$ cat src/rtl/irig_encoder.sv
// IRIG-B (B00x, DC level-shift) generator: samples a binary timestamp once per
// frame at bit 99, converts it to BCD with a compare/subtract engine, and emits the frame.
//
// state | meaning
// IDLE  | waiting for the bit-99 timestamp sample
// HRS   | peel hours off the second-of-day remainder (subtract 3600)
// MIN   | peel minutes off the remainder (subtract 60)
// DIG   | split s/m/h/day/year into BCD tens and hundreds
// DONE  | load BCD fields and SBS into the frame holding registers
module irig_encoder #(
  parameter int CLKS_PER_BIT = 100000,
  parameter int ZERO_HIGH    = 20000,
  parameter int ONE_HIGH     = 50000,
  parameter int MARK_HIGH    = 80000
) (
  input  logic        clk,
  input  logic        rst,
  input  logic        enable,
  input  logic [8:0]  ts_day,
  input  logic [6:0]  ts_year,
  input  logic [16:0] ts_sec_day,
  output logic        ts_ack,
  output logic        ts_err,
  output logic        irigb,
  output logic        pps
);
  localparam int CNT_W = (CLKS_PER_BIT > 1) ? $clog2(CLKS_PER_BIT) : 1;
  localparam logic [CNT_W-1:0] CNT_LAST = CNT_W'(CLKS_PER_BIT - 1);
  localparam logic [CNT_W-1:0] W_ZERO   = CNT_W'(ZERO_HIGH);
  localparam logic [CNT_W-1:0] W_ONE    = CNT_W'(ONE_HIGH);
  localparam logic [CNT_W-1:0] W_MARK   = CNT_W'(MARK_HIGH);

  typedef enum logic [2:0] {IDLE, HRS, MIN, DIG, DONE} conv_state_t;

  conv_state_t      state;
  logic [CNT_W-1:0] cnt;
  logic [6:0]       bit_idx;
  logic             bad;
  logic [16:0]      rem, sbs_smp;
  logic [5:0]       hrs, mins;
  logic [2:0]       s_t, m_t;
  logic [1:0]       h_t, d_h;
  logic [8:0]       d_rem;
  logic [3:0]       d_t, y_t;
  logic [6:0]       y_rem;

  logic [3:0]       sec_u, min_u, hr_u, day_u, day_t, yr_u, yr_t;
  logic [2:0]       sec_t, min_t;
  logic [1:0]       hr_t, day_h;
  logic [16:0]      sbs;

  logic             sample, ts_bad, is_marker, dig_busy;
  logic [99:0]      data;
  logic [CNT_W-1:0] cur_w;

  // The acknowledge is combinational so it coincides with the cycle whose
  // closing edge captures ts_*, including the very first enabled cycle.
  assign sample = enable && (cnt == '0) && (bit_idx == 7'd99);
  assign ts_bad = (ts_sec_day > 17'd86399) || (ts_day == 9'd0) ||
                  (ts_day > 9'd366) || (ts_year > 7'd99);
  assign ts_ack = sample && !rst;
  assign ts_err = ts_ack && ts_bad;

  assign dig_busy = (rem >= 17'd10) || (mins >= 6'd10) || (hrs >= 6'd10) ||
                    (d_rem >= 9'd10) || (y_rem >= 7'd10);

  always_comb begin
    is_marker = (bit_idx == 7'd0);
    for (int i = 0; i < 10; i++)
      if (bit_idx == 7'(10 * i + 9)) is_marker = 1'b1;
  end

  always_comb begin
    data        = '0;
    data[4:1]   = sec_u;
    data[8:6]   = sec_t;
    data[13:10] = min_u;
    data[17:15] = min_t;
    data[23:20] = hr_u;
    data[26:25] = hr_t;
    data[33:30] = day_u;
    data[38:35] = day_t;
    data[41:40] = day_h;
    data[53:50] = yr_u;
    data[58:55] = yr_t;
    data[88:80] = sbs[8:0];
    data[97:90] = sbs[16:9];
  end

  always_comb begin
    cur_w = W_ZERO;
    if (is_marker)          cur_w = W_MARK;
    else if (data[bit_idx]) cur_w = W_ONE;
  end

  always_ff @(posedge clk) begin
    if (rst || !enable) begin
      cnt     <= '0;
      bit_idx <= 7'd99;
      irigb   <= 1'b0;
      pps     <= 1'b0;
      state   <= IDLE;
      bad     <= 1'b0;
      rem     <= '0;
      sbs_smp <= '0;
      hrs     <= '0;
      mins    <= '0;
      s_t     <= '0;
      m_t     <= '0;
      h_t     <= '0;
      d_rem   <= '0;
      d_h     <= '0;
      d_t     <= '0;
      y_rem   <= '0;
      y_t     <= '0;
      sec_u   <= '0;
      sec_t   <= '0;
      min_u   <= '0;
      min_t   <= '0;
      hr_u    <= '0;
      hr_t    <= '0;
      day_u   <= '0;
      day_t   <= '0;
      day_h   <= '0;
      yr_u    <= '0;
      yr_t    <= '0;
      sbs     <= '0;
    end else begin
      irigb <= (cnt < cur_w);
      pps   <= (cnt == '0) && (bit_idx == 7'd0);
      if (cnt == CNT_LAST) begin
        cnt     <= '0;
        bit_idx <= (bit_idx == 7'd99) ? 7'd0 : bit_idx + 7'd1;
      end else begin
        cnt <= cnt + CNT_W'(1);
      end

      if (sample) begin
        state   <= HRS;
        bad     <= ts_bad;
        rem     <= ts_sec_day;
        sbs_smp <= ts_sec_day;
        d_rem   <= ts_day;
        y_rem   <= ts_year;
        hrs     <= '0;
        mins    <= '0;
        s_t     <= '0;
        m_t     <= '0;
        h_t     <= '0;
        d_h     <= '0;
        d_t     <= '0;
        y_t     <= '0;
      end else begin
        case (state)
          HRS: begin
            if (rem >= 17'd3600) begin
              rem <= rem - 17'd3600;
              hrs <= hrs + 6'd1;
            end else state <= MIN;
          end
          MIN: begin
            if (rem >= 17'd60) begin
              rem  <= rem - 17'd60;
              mins <= mins + 6'd1;
            end else state <= DIG;
          end
          DIG: begin
            if (rem >= 17'd10) begin
              rem <= rem - 17'd10;
              s_t <= s_t + 3'd1;
            end
            if (mins >= 6'd10) begin
              mins <= mins - 6'd10;
              m_t  <= m_t + 3'd1;
            end
            if (hrs >= 6'd10) begin
              hrs <= hrs - 6'd10;
              h_t <= h_t + 2'd1;
            end
            if (d_rem >= 9'd100) begin
              d_rem <= d_rem - 9'd100;
              d_h   <= d_h + 2'd1;
            end else if (d_rem >= 9'd10) begin
              d_rem <= d_rem - 9'd10;
              d_t   <= d_t + 4'd1;
            end
            if (y_rem >= 7'd10) begin
              y_rem <= y_rem - 7'd10;
              y_t   <= y_t + 4'd1;
            end
            if (!dig_busy) state <= DONE;
          end
          DONE: begin
            // An out-of-range sample yields a frame of all-zero data bits.
            sec_u <= bad ? 4'd0 : rem[3:0];
            sec_t <= bad ? 3'd0 : s_t;
            min_u <= bad ? 4'd0 : mins[3:0];
            min_t <= bad ? 3'd0 : m_t;
            hr_u  <= bad ? 4'd0 : hrs[3:0];
            hr_t  <= bad ? 2'd0 : h_t;
            day_u <= bad ? 4'd0 : d_rem[3:0];
            day_t <= bad ? 4'd0 : d_t;
            day_h <= bad ? 2'd0 : d_h;
            yr_u  <= bad ? 4'd0 : y_rem[3:0];
            yr_t  <= bad ? 4'd0 : y_t;
            sbs   <= bad ? 17'd0 : sbs_smp;
            state <= IDLE;
          end
          default: state <= IDLE;
        endcase
      end
    end
  end
endmodule
$ cat config.mk
export PLATFORM = sky130hd
export DESIGN_NAME = irig_encoder
export DESIGN_NICKNAME = d
export VERILOG_FILES = /design/src/rtl/irig_encoder.sv
export SDC_FILE = /design/constraint.sdc
export NUM_CORES = 1
export LEC_CHECK = 0
export CORE_MARGIN = 8
export CORE_UTILIZATION = 66
export DETAILED_ROUTE_END_ITERATION = 10
export PLACE_DENSITY = 0.95
export SYNTH_ARGS = -nofsm -noshare
export SYNTH_HDL_FRONTEND = slang
export SYNTH_SLANG_ARGS = --single-unit
$ cat constraint.sdc
create_clock -name clk -period 6.3 [get_ports clk]
set_input_delay 1.26 -clock clk [delete_from_list [all_inputs] [get_ports clk]]
set_output_delay 1.26 -clock clk [all_outputs]
set_load 0.02 [all_outputs]
==> reports/qor.txt <==
SETUP PATH
------------------------------------------------------------------------------------
Sort of element at the start of the critical path                          flip-flop
Register-to-register setup slack                                             1.74 ns
Origin of the critical flop-to-flop path                                bit_idx[1]$_SDFFE_PP1P_
Required time at the endpoint of the critical path                           5.04 ns
Worst-path maximum fanout                                                         30
Critical path class                                                       reg -> out
Delay of the slowest cell on the worst path                                  1.04 ns
Critical Path End                                                             ts_err
WP data arrival                                                              4.04 ns
Reg2Reg Depth                                                                     16
Slowest cell on the critical path                                       sky130_fd_sc_hd__dfxtp_1
Critical path cell sequence                                             ha_1, and3_1, nand3_1, or4_1, a311oi_1, clkdlybuf4s50_1
Element type at the critical path end                                     output pin
Worst setup path start                                                  bit_idx[0]$_SDFFE_PP1P_
Worst reg2reg path endpoint                                             irigb$_SDFF_PP0_

FINISH
------------------------------------------------------------------------------------
Layout area overhead                                                          11.27%
Share of post-route cells with drive strength above 1                         6.029%
Nets                                                                            1227
Post-route non-filler standard cell count                                       1341
Number of fill cells                                                             976
Antenna diode count                                                                0

SYNTHESIS
------------------------------------------------------------------------------------
Sequential cell area fraction in the yosys report                             35.77%
Post-synth design cell area                                                9234 um^2
Biggest area contributors in the synthesized netlist                    sky130_fd_sc_hd__dfxtp_1 36%, sky130_fd_sc_hd__a21oi_1 6.9%, sky130_fd_sc_hd__nand2_1 6.4%
Cell count after synthesis                                                      1156
Number of unique standard cell types used by synthesis                            73
YS warnings                                                                        0
EDFF count, synth                                                                  0
Top FF cell, synth                                                      sky130_fd_sc_hd__dfxtp_1
Average cell area after synthesis                                         7.988 um^2
Proportion of synthesized flip-flops having asynchronous set or reset             0%
Share of the synthesized area in the top cell type                            35.77%
Cell type with the highest aggregate area in the netlist                sky130_fd_sc_hd__dfxtp_1
Yosys reg bits                                                                   165
Cell with the most instances after synthesis                            sky130_fd_sc_hd__dfxtp_1
Synth cell count leaders                                                165 x sky130_fd_sc_hd__dfxtp_1, 158 x sky130_fd_sc_hd__nand2_1, 128 x sky130_fd_sc_hd__a21oi_1
Total nets after synthesis                                                      1235

FLOORPLANNING
------------------------------------------------------------------------------------
Die extent in x                                                             134.3 um
Rows                                                                              43
Die Span Y                                                                  134.3 um
Starting density of the core                                                  67.04%
Die Area                                                                  18030 um^2
Boundary pin count                                                                40
Core area                                                                 13770 um^2

ROUTE
------------------------------------------------------------------------------------
Detailed-route vias per instance                                               6.495
Count of vias placed by the detailed router                                     8710
Routed length per instance                                                  17.96 um
Uppermost layer routed                                                          met4
First drt pass iteration count                                                     5
DRC marker count from the first detailed-route iteration                        1001
Final Routed Wirelength                                                     24080 um
Length of routed met2 wiring                                                11330 um
DR WL met3                                                                   1937 um
Final ANT Viol Nets                                                                0
# DRC                                                                              0
Routed length on met1                                                        9939 um

STA
------------------------------------------------------------------------------------
Max Fclk                                                                   188.7 MHz
Setup repair after global routing missed its margin                               no
Final clock period utilization by the worst path                              84.12%
Final Hold Violating Endpoints                                                     0
Final clock skew                                                         0.006552 ns
Setup tns final                                                                 0 ns
Slew Limit Fails                                                                   0
Number of failing setup endpoints in the final timing report                       0
Worst-margin pin slew                                                       1.201 ns
Clock period minus worst slack                                              5.300 ns
Max_slew headroom                                                             19.03%

CLOCK TREE
------------------------------------------------------------------------------------
Clock tree from TritonCTS                                                      built
Root buffer cell                                                        sky130_fd_sc_hd__clkbuf_16
Clock slew at reported path FFs                                              0.06 ns
Postcts setup bufs                                                                 0
Level count of the clock H-tree                                                    4
Clock sinks                                                                      165
Number of buffers inserted for hold repair after clock tree synthesis              0
Number of buffers added by the clock tree synthesis step                          17
Post-cts sizing count                                                              0
Bufs on Longest Clock Path                                                         2
Clock latency at the later pin of the worst-skew pair                        0.44 ns

PLACE
------------------------------------------------------------------------------------
Gp weighted congestion                                                        0.9669
HPWL after detailed placement                                               15790 um
I/O Buffers                                                                       39
Cells after DPL                                                                 1309

POWER AND IR DROP
------------------------------------------------------------------------------------
Total design power                                                           2449 uW
P_leak                                                                   0.003720 uW
Cell Pwr Density                                                        238.4 nW/um^2
Peak supply drop                                                           0.2055 mV

FLOW RUN
------------------------------------------------------------------------------------
Max-Cap Viols                                                                      0

GLOBAL ROUTE
------------------------------------------------------------------------------------
Vias in the first global route                                                  8034
GR Util All Layers                                                            26.52%
Maximum number of pins on one net before global-route repair                      62
Number of antenna violations at the first check in global routing                  0
First-pass GRT wire length                                                  39380 um
Congestion Overflow GR                                                             0

HOLD PATH
------------------------------------------------------------------------------------
Hold crit path type                                                       reg -> reg

OUTCOME
------------------------------------------------------------------------------------
Run status                                                                 completed

-- report_power, final --
part / total, uW / switching [uW] / internal [uW]
sequential: 1080 / 21.9 / 1060
combinational: 223 / 132 / 91.0
clock: 1150 / 433 / 713
total: 2450 / 587 / 1860
-- final cells by class --
| type | instances | area, um^2 | area share, % |
|---|---|---|---|
| Clock inverter | 13 | 203.9 | 1.985 |
| Sequential cell | 165 | 3303 | 32.15 |
| Timing Repair Buffer | 50 | 473.0 | 4.603 |
| Inverter | 34 | 127.6 | 1.242 |
| Multi-Input combinational cell | 880 | 5499 | 53.52 |
| Tap cell | 180 | 225.2 | 2.192 |
| Clock buffer | 19 | 442.9 | 4.311 |
-- through the flow --
step                      area (um^2)  hold slack (ns)  utilization, %  setup WS (ns)
after floorplan                  9234           0.4270               -          2.438
after global placement           9628           0.4347           69.90          1.346
after detailed placement         9628           0.4444           69.90          1.363
after CTS                       10270           0.4548           74.60          1.058
after global routing            10270           0.4673           74.60         0.8569
final                           10270           0.4522           74.60          1.000
-- logic make-up (layout without fill, tap and decap cells) --
family | Yosys count | after routing | share of synthesized area (%)
mux | 28 | 28 | 3.415
simple gates | 458 | 458 | 24.61
flops | 165 | 165 | 35.77
fa+ha+maj | 43 | 43 | 5.827
buf+inv | 111 | 116 | 4.986
xor+xnor | 52 | 52 | 4.932
compound gates | 299 | 299 | 20.46
-- cells in the final DEF, fill, tap and decap left out, drive strengths merged, types with 7 or more instances in the layout --
master / instances
a211oi: 16
a21o: 9
a21oi: 128
a31oi: 8
and3: 10
buf: 11
clkbuf: 19
clkdlybuf4s50: 39
clkinv: 7
dfxtp: 165
ha: 43
inv: 34
mux2: 8
mux2i: 18
nand2: 158
nand2b: 9
nand3: 28
nand3b: 44
nand4: 11
nor2: 103
nor2b: 10
nor3: 29
nor4: 11
o211ai: 10
o21a: 9
o21ai: 46
o22ai: 8
o31a: 8
or3: 21
xnor2: 28
xor2: 24
-- worst min-delay path by stage --
| stage | start | endpoint | slack [ns] | cells after the start |
|---|---|---|---|---|
| after CTS | sbs_smp[5]$_SDFFE_PP0P_ | sbs_smp[5]$_SDFFE_PP0P_ | 0.45 | 2 |
| after global placement | sbs[3]$_SDFFE_PP0P_ | sbs[3]$_SDFFE_PP0P_ | 0.43 | 2 |
| after floorplan | yr_u[2]$_SDFFE_PP0P_ | yr_u[2]$_SDFFE_PP0P_ | 0.43 | 2 |
| after global routing | min_u[3]$_SDFFE_PP0P_ | min_u[3]$_SDFFE_PP0P_ | 0.47 | 2 |
| final | sbs[15]$_SDFFE_PP0P_ | sbs[15]$_SDFFE_PP0P_ | 0.45 | 2 |
| after detailed placement | day_h[0]$_SDFFE_PP0P_ | day_h[0]$_SDFFE_PP0P_ | 0.44 | 2 |
-- registers in the layout, summed over array words and instances (netlist names), 6 cells and up --
name     flops
cnt         17
bit_idx      7
y_rem        7
sbs         17
sbs_smp     17
rem         17
d_rem        9
mins         6
hrs          6
-- critical path: cells and delay by family (launching register included) --
| family | cells | cell delay (ns) |
|---|---|---|
| flops | 1 | 1.04 |
| simple gates | 3 | 0.90 |
| buf+inv | 1 | 0.71 |
| compound gates | 1 | 0.53 |
| fa+ha+maj | 1 | 0.42 |
-- per-layer routing --
layer / up-vias / GRT usage [%]
li1: 4106 / -
met1: 4103 / 33.02
met2: 424 / 43.26
met3: 77 / 4.862
met4: 0 / 12.91
met5: - / 0
(Power assumes the default switching activity.)
